==> src/rtl/bcd_rtc_pkg.sv <==
// ---------------------------------------------------------------------------
// bcd_rtc_pkg
// Shared types, constants and BCD helper functions for the BCD real-time
// clock (bcd_rtc_clock) and its digit-pair counter (bcd_mod_counter).
//   bcd8_t        : two packed BCD digits (tens in [7:4], ones in [3:0])
//   hh12_t        : 12-hour presentation of an hour {pm, hh}
//   bcd_is_valid  : both nibbles are decimal digits and value <= max
//   bcd_inc       : BCD increment without wrap (caller handles modulus)
//   to_12h        : 24 h BCD hour -> 12 h BCD hour + PM flag
//   from_12h      : 12 h BCD hour + PM flag -> 24 h BCD hour
// ---------------------------------------------------------------------------
package bcd_rtc_pkg;

   typedef logic [7:0] bcd8_t;

   typedef struct packed {
      logic  pm;
      bcd8_t hh;
   } hh12_t;

   localparam bcd8_t BCD_59 = 8'h59;
   localparam bcd8_t BCD_23 = 8'h23;
   localparam bcd8_t BCD_12 = 8'h12;

   // For well-formed BCD, a plain binary compare orders values correctly,
   // so the range test only makes sense after the nibble test.
   function automatic logic bcd_is_valid(input bcd8_t v, input bcd8_t max);
      return (v[7:4] <= 4'd9) && (v[3:0] <= 4'd9) && (v <= max);
   endfunction

   function automatic bcd8_t bcd_inc(input bcd8_t v);
      bcd8_t r;
      if (v[3:0] == 4'd9) r = {v[7:4] + 4'd1, 4'd0};
      else                r = {v[7:4], v[3:0] + 4'd1};
      return r;
   endfunction

   function automatic hh12_t to_12h(input bcd8_t hh24);
      hh12_t r;
      r.pm = (hh24 >= BCD_12);
      if (hh24 == 8'h00) begin
         r.hh = BCD_12;
      end else if (hh24 <= BCD_12) begin
         r.hh = hh24;
      end else if (hh24[3:0] >= 4'd2) begin
         // 13..19, 22..23: subtract 12 without a ones borrow
         r.hh = {hh24[7:4] - 4'd1, hh24[3:0] - 4'd2};
      end else begin
         // 20..21: ones digit borrows from the tens digit
         r.hh = {hh24[7:4] - 4'd2, hh24[3:0] + 4'd8};
      end
      return r;
   endfunction

   function automatic bcd8_t from_12h(input bcd8_t hh12, input logic pm);
      bcd8_t      r;
      logic [3:0] ones;
      ones = hh12[3:0] + 4'd2;
      if (hh12 == BCD_12) begin
         // 12 AM is midnight, 12 PM is noon
         r = pm ? BCD_12 : 8'h00;
      end else if (!pm) begin
         r = hh12;
      end else if (ones > 4'd9) begin
         r = {hh12[7:4] + 4'd2, ones - 4'd10};
      end else begin
         r = {hh12[7:4] + 4'd1, ones};
      end
      return r;
   endfunction

endpackage

==> src/rtl/bcd_rtc_clock_counter.sv <==
// ---------------------------------------------------------------------------
// bcd_mod_counter
// Two-digit BCD counter counting 00..MAX_VAL and wrapping to 00.
//   clk      in   clock
//   reset    in   synchronous active-high reset (value -> RESET_VAL)
//   inc      in   advance by one this cycle
//   load     in   overwrite with load_val (wins over inc)
//   load_val in   BCD value to load
//   value    out  current BCD value
//   carry    out  inc while at MAX_VAL (value wraps on this edge)
// ---------------------------------------------------------------------------
module bcd_mod_counter
   import bcd_rtc_pkg::*;
#(
   parameter bcd8_t MAX_VAL   = BCD_59,
   parameter bcd8_t RESET_VAL = 8'h00
) (
   input  logic       clk,
   input  logic       reset,
   input  logic       inc,
   input  logic       load,
   input  logic [7:0] load_val,
   output logic [7:0] value,
   output logic       carry
);

   bcd8_t value_reg;

   assign carry = inc && (value_reg == MAX_VAL);
   assign value = value_reg;

   always_ff @(posedge clk) begin
      if (reset) begin
         value_reg <= RESET_VAL;
      end else if (load) begin
         value_reg <= load_val;
      end else if (inc) begin
         value_reg <= carry ? 8'h00 : bcd_inc(value_reg);
      end
   end

endmodule

==> src/rtl/bcd_rtc_clock.sv <==
// ---------------------------------------------------------------------------
// bcd_rtc_clock
// BCD real-time clock: keeps 24 h BCD time, presents it in 12 h or 24 h
// format, advances seconds from a programmable prescaler, and accepts a
// validated time-set load over a valid/ready handshake.
// Optional alarm: define BCD_RTC_ALARM_EN.
//   clk, reset               clock, synchronous active-high reset
//   ena                      prescaler count enable
//   mode24                   0 = 12 h presentation, 1 = 24 h
//   load_valid / load_ready  time-set handshake
//   load_hh/mm/ss, load_pm   BCD time to load (hh in mode24 format)
//   hh / mm / ss, pm         presented BCD time, PM indicator
//   tick                     registered pulse, cycle after ss advances
//   load_err                 pulse, cycle after an invalid load
//   alarm_wr, alarm_hh24, alarm_mm, alarm_on, alarm_fire  (alarm build)
// ---------------------------------------------------------------------------
module bcd_rtc_clock
   import bcd_rtc_pkg::*;
#(
   parameter int          TICK_DIV   = 1,
   parameter logic [7:0]  RESET_HH24 = 8'h00
) (
   input  logic       clk,
   input  logic       reset,
   input  logic       ena,
   input  logic       mode24,
   input  logic       load_valid,
   output logic       load_ready,
   input  logic [7:0] load_hh,
   input  logic [7:0] load_mm,
   input  logic [7:0] load_ss,
   input  logic       load_pm,
   output logic [7:0] hh,
   output logic [7:0] mm,
   output logic [7:0] ss,
   output logic       pm,
   output logic       tick,
`ifdef BCD_RTC_ALARM_EN
   input  logic       alarm_wr,
   input  logic [7:0] alarm_hh24,
   input  logic [7:0] alarm_mm,
   input  logic       alarm_on,
   output logic       alarm_fire,
`endif
   output logic       load_err
);

   localparam int            PW     = (TICK_DIV > 1) ? $clog2(TICK_DIV) : 1;
   localparam logic [PW-1:0] P_LAST = PW'(TICK_DIV - 1);

   logic [PW-1:0] p_reg;
   logic          ready_reg;
   logic          tick_reg;
   logic          err_reg;

   logic          tick_now;
   logic          tick_adv;
   logic          load_acc;
   logic          load_fields_ok;
   logic          load_ok;
   logic          hh_ok;
   bcd8_t         hh24_load;
   hh12_t         h12;

   bcd8_t         cnt_val      [3];
   bcd8_t         cnt_load_val [3];
   logic [2:0]    cnt_inc;
   logic [2:0]    cnt_carry;
   logic          hh_carry_unused;

   // ---------------- load validation and conversion ----------------
   assign hh_ok = mode24 ? bcd_is_valid(load_hh, BCD_23)
                         : (bcd_is_valid(load_hh, BCD_12) && (load_hh != 8'h00));

   assign load_fields_ok = hh_ok
                         && bcd_is_valid(load_mm, BCD_59)
                         && bcd_is_valid(load_ss, BCD_59);

   assign hh24_load = mode24 ? load_hh : from_12h(load_hh, load_pm);

   assign load_acc = load_valid && ready_reg;
   assign load_ok  = load_acc && load_fields_ok;

   // A valid load restarts the second, so it also swallows a coincident tick.
   assign tick_now = ena && (p_reg == P_LAST);
   assign tick_adv = tick_now && !load_ok;

   always_ff @(posedge clk) begin
      if (reset) begin
         p_reg     <= '0;
         ready_reg <= 1'b0;
         tick_reg  <= 1'b0;
         err_reg   <= 1'b0;
      end else begin
         ready_reg <= 1'b1;
         tick_reg  <= tick_adv;
         err_reg   <= load_acc && !load_fields_ok;
         if (load_ok) begin
            p_reg <= '0;
         end else if (ena) begin
            p_reg <= (p_reg == P_LAST) ? '0 : p_reg + 1'b1;
         end
      end
   end

   // ---------------- ss / mm / hh24 counter chain ----------------
   assign cnt_load_val[0] = load_ss;
   assign cnt_load_val[1] = load_mm;
   assign cnt_load_val[2] = hh24_load;

   genvar gi;
   generate
      for (gi = 0; gi < 3; gi++) begin : g_cnt
         if (gi == 0) begin : g_first
            assign cnt_inc[gi] = tick_adv;
         end else begin : g_chain
            assign cnt_inc[gi] = cnt_carry[gi-1];
         end

         bcd_mod_counter #(
            .MAX_VAL   ((gi == 2) ? BCD_23     : BCD_59),
            .RESET_VAL ((gi == 2) ? RESET_HH24 : 8'h00)
         ) u_cnt (
            .clk      (clk),
            .reset    (reset),
            .inc      (cnt_inc[gi]),
            .load     (load_ok),
            .load_val (cnt_load_val[gi]),
            .value    (cnt_val[gi]),
            .carry    (cnt_carry[gi])
         );
      end
   endgenerate

   // Day rollover is not reported anywhere.
   assign hh_carry_unused = cnt_carry[2];

   // ---------------- presentation ----------------
   assign h12        = to_12h(cnt_val[2]);
   assign hh         = mode24 ? cnt_val[2] : h12.hh;
   assign pm         = h12.pm;
   assign mm         = cnt_val[1];
   assign ss         = cnt_val[0];
   assign tick       = tick_reg;
   assign load_err   = err_reg;
   assign load_ready = ready_reg;

`ifdef BCD_RTC_ALARM_EN
   // ---------------- alarm ----------------
   bcd8_t alarm_hh_reg;
   bcd8_t alarm_mm_reg;
   logic  alarm_armed_reg;

   always_ff @(posedge clk) begin
      if (reset) begin
         alarm_hh_reg    <= 8'h00;
         alarm_mm_reg    <= 8'h00;
         alarm_armed_reg <= 1'b0;
      end else if (alarm_wr) begin
         alarm_hh_reg    <= alarm_hh24;
         alarm_mm_reg    <= alarm_mm;
         alarm_armed_reg <= alarm_on;
      end
   end

   // Qualified by tick_reg, which is never set after a load, so loading the
   // alarm time directly cannot fire.
   assign alarm_fire = tick_reg && alarm_armed_reg
                    && (cnt_val[0] == 8'h00)
                    && (cnt_val[1] == alarm_mm_reg)
                    && (cnt_val[2] == alarm_hh_reg);
`endif

endmodule

==> config.mk <==
export PLATFORM = sky130hd
export DESIGN_NAME = bcd_rtc_clock
export DESIGN_NICKNAME = d
export VERILOG_FILES = /design/src/rtl/bcd_rtc_pkg.sv /design/src/rtl/bcd_rtc_clock_counter.sv /design/src/rtl/bcd_rtc_clock.sv
export SDC_FILE = /design/constraint.sdc
export NUM_CORES = 1
export LEC_CHECK = 0
export ABC_CLOCK_PERIOD_IN_PS = 2350
export BUFFER_PORTS_ARGS = -buffer_cell sky130_fd_sc_hd__buf_2
export CORE_ASPECT_RATIO = 1.4
export CORE_MARGIN = 1
export CORE_UTILIZATION = 50
export CTS_CLUSTER_SIZE = 8
export DETAILED_ROUTE_END_ITERATION = 6
export HOLD_SLACK_MARGIN = 0.15
export PLACE_DENSITY = 0.88
export SYNTH_ARGS = -nofsm -noshare
export SYNTH_HDL_FRONTEND = slang
export SYNTH_SLANG_ARGS = --single-unit
==> constraint.sdc <==
create_clock -name clk -period 2.35 [get_ports clk]
set_clock_uncertainty 0.15 [all_clocks]
set_input_delay 0.1175 -clock clk [delete_from_list [all_inputs] [get_ports clk]]
set_output_delay 0.1175 -clock clk [all_outputs]
set_load 0.02 [all_outputs]
==> results.md <==
- Unrepaired setup endpoints after global routing: true
- EDFF count, synth: 0
- Die height: around 90 um
- Via density: 6.11
- # IOs: 58
- Initial antenna violation count: 0
- YS warnings: 0
- Status: completed
- Largest net degree at the start of global routing: 24
- Antenna cells: 0
- Largest cells by area after synthesis: dfxtp_1 20%, ha_1 12%, buf_4 4.9%
- Routed vias: about 3100
- CTS H-tree lvls: 1
- Drt initial violations: ~160
- FF-to-FF Start: g_cnt[0].u_cnt.value[0]
- Fmax: approximately 430 MHz
- Final Instance Area: approximately 3500 sq um
- Rows: 31
- Clock sink count: 27
- Crit. End Element: output pin
- GR Overflow Total: 0
- DR WL/cell: between 15 and 20 um
- Crit-path cells: inv_4 > ha_4 > nand3b_1 > a211oi_2 > o21a_2 > or4_1 > o21ai_1 > buf_4
- Maximum ir drop on the vdd rail: 0.309 mV
- Synth area leader: dfxtp_1
- Reg2reg setup slack: around 0.15 ns
- Share of cells above drive strength 1: 28.6%
- Max-slew violations: 0
- Fin crit share: about 100%
- Crit path kind: flip-flop to output pin
- P per Cell Area: roughly 280 nW/um^2
- Post-layout net count: approximately 490
- Placer congestion estimate: 0.975
- Startpoint types: flip-flop
- Min cycle time layout: approximately 2.3 ns
- # setup viols final: 0
- Clock Path Buffers: 2
- Primary FF master, synth: dfxtp_1
- Slowest stage delay, CP: between 0.4 and 0.5 ns
- DR DRC count: 0
- Vias in the first global route: about 3000
- HP Class: input pin to flip-flop
- Tot GR Track Use: 28.4%
- Data arrival time of the worst path: between 2 and 2.5 ns
- Hpwl dp: 5.86 mm
- P_leak: around 1.5 nW
- CTS root buf: clkbuf_8
- FF+latch count, synth: 27
- Total nets after synthesis: ~420
- Total CTS buffers: 3
- Max_cap viols: 0
- Family with the most delay on the worst path: simple AND/OR/NAND/NOR gates
- Area Growth Syn to Fin: 26.4%
- Post-synthesis sequential area ratio: about a fifth
- Die footprint: ~5800 sq um
- Core footprint: between 5000 and 6000 sq um
- DRT Pass-1 Iters: 6
- Worst Path Buf+Inv: 2
- Setup TNS: 0 ns
- Hold endpoint: g_cnt[2].u_cnt.value[0]
- Ys async rst share: 0%
- CP max-delay cell: or4_1
- CTS tree: yes
- Worst-path clk slew: 0.09 ns
- Final WL: between 8 and 9 mm
- Syn Area/Cell: 7.72 sq um
- Final cell count without fillers: 499
- Capturing point of the worst reg2reg path: g_cnt[2].u_cnt.value[4]
- Starting Density: a little over half
- Final Hold Fails: 0
- CP max FO: 6
- HP Start: load_hh[0]
- Worst Max-Slew Pin Slew: between 1 and 1.5 ns
- Die X: between 60 and 70 um
- Reg2Reg Depth: 6
- Hold path cells: 3
- Area of placed instances: about 3100 sq um
- Clk_lat worst skew: about 0.28 ns
- Final antenna-violating net count: 0
- Slew margin rel.: 27.1%
- Final hold slack: 0.161 ns
- Cell count after placement: 472
- Port buffer count: between 50 and 60
- Mapped Area: 2760 sq um
- First-pass GRT wire length: 13.3 mm
- Mapped Cells: ~360
- Post-synth top area share: 19.6%
- Max FFs per register: 24
- Distinct cell type count after synthesis: 66
- Critical Path RT: around 2.1 ns
==> cells in the mapped netlist (3+ instances only) <==
master and n:
mux2i_1 7, a211oi_1 12, clkbuf_1 10, nor4_1 3, a21oi_1 16, nand3_1 13, a221oi_1 4, a22o_1 3
a31oi_1 5, dfxtp_1 27, and3b_1 3, and4_1 4, a311oi_1 4, buf_2 7, o21ai_0 21, nor3_1 25
nor2_1 18, xnor2_1 3, nand4_1 3, nand3b_1 8, a211oi_2 3, o22ai_1 6, inv_1 18, ha_1 27
nand2_1 27, nor2b_1 6, o211ai_1 4, buf_4 18
==> placed cells by master (no fill, tap or decap), drive strengths merged, types with 4 or more instances in the layout <==
cell type and count:
a211oi 15, a21oi 16, a221oi 4, a311oi 4, a31oi 5, and4 4
buf 93, dfxtp 27, dlygate4sd3 17, ha 27, inv 17, mux2i 7
nand2 28, nand3 13, nand3b 8, nor2 18, nor2b 6, nor3 27
o211ai 4, o21ai 22, o22ai 6
==> metal layers <==
layer	track usage [%]	part of all wire (%)	vias up
met1	30.8	39	1444
li1	-	-	1471
met4	14.1	3.7	0
met2	52.0	53	105
met3	3.81	4.0	31
met5	0	0	-
==> through the flow <==
stage | power, mW | setup WS [ns] | util, %
floorplan | 0.612 | 0.0427 | -
global placement | 0.696 | -0.0947 | 59.9
detailed placement | 0.699 | -0.102 | 59.9
CTS | 0.978 | 0.0145 | 65.0
global route | 1.02 | -0.0986 | 66.7
finish | 0.986 | 0.00518 | 66.7
==> cell families after synthesis <==
group	share of synthesized area (%)
mux	2.94
fa+ha+maj	12.2
flops	19.6
simple gates	26.6
xor+xnor	1.58
compound gates	26.3
buf+inv	10.8
==> where the power goes <==
part	leakage (nW)	switching [mW]	internal (mW)
clock network	0.0255	0.150	0.119
registers	0.222	0.00859	0.461
logic	1.26	0.138	0.109
total	1.51	0.297	0.690
==> layout make-up <==
cell class                      instances  area [sq um]
Sequential cell                        27           553
Fill cell                             427          1740
Timing Repair Buffer                  110           734
Clock inverter                          1          5.00
Tap cell                               66          82.6
Clock buffer                            3          41.3
Multi-Input combinational cell        274          2000
Inverter                               18          73.8
==> repair_timing <==
action / CTS / global route
setup buffers: 2 / 4
resized for setup: 13 / 15
hold buffers: 17 / 0
endpoints found under the setup margin: 8 / 23
endpoints found under the hold margin: 17 / 0
pin swaps: 2 / 6
==> how the worst max path moves through the flow <==
stage                                       start                      end  slack (ns)  depth (start not counted)
final                     g_cnt[2].u_cnt.value[5]                    hh[7]       0.005                          8
after global routing      g_cnt[2].u_cnt.value[2]                    hh[5]        -0.1                          7
after floorplan           g_cnt[2].u_cnt.value[5]                    hh[4]        0.04                          7
after detailed placement               load_hh[5]  g_cnt[2].u_cnt.value[1]       -0.10                          9
after CTS                              load_mm[6]  g_cnt[2].u_cnt.value[2]        0.01                          7
after global placement                 load_hh[5]  g_cnt[2].u_cnt.value[1]       -0.09                          9
==> tightest hold or removal path: stages <==
cell      delay [ns]
buf_2           0.14
nor3_1          0.21
a211oi_1        0.07
Power figures use the tool's default switching activity.
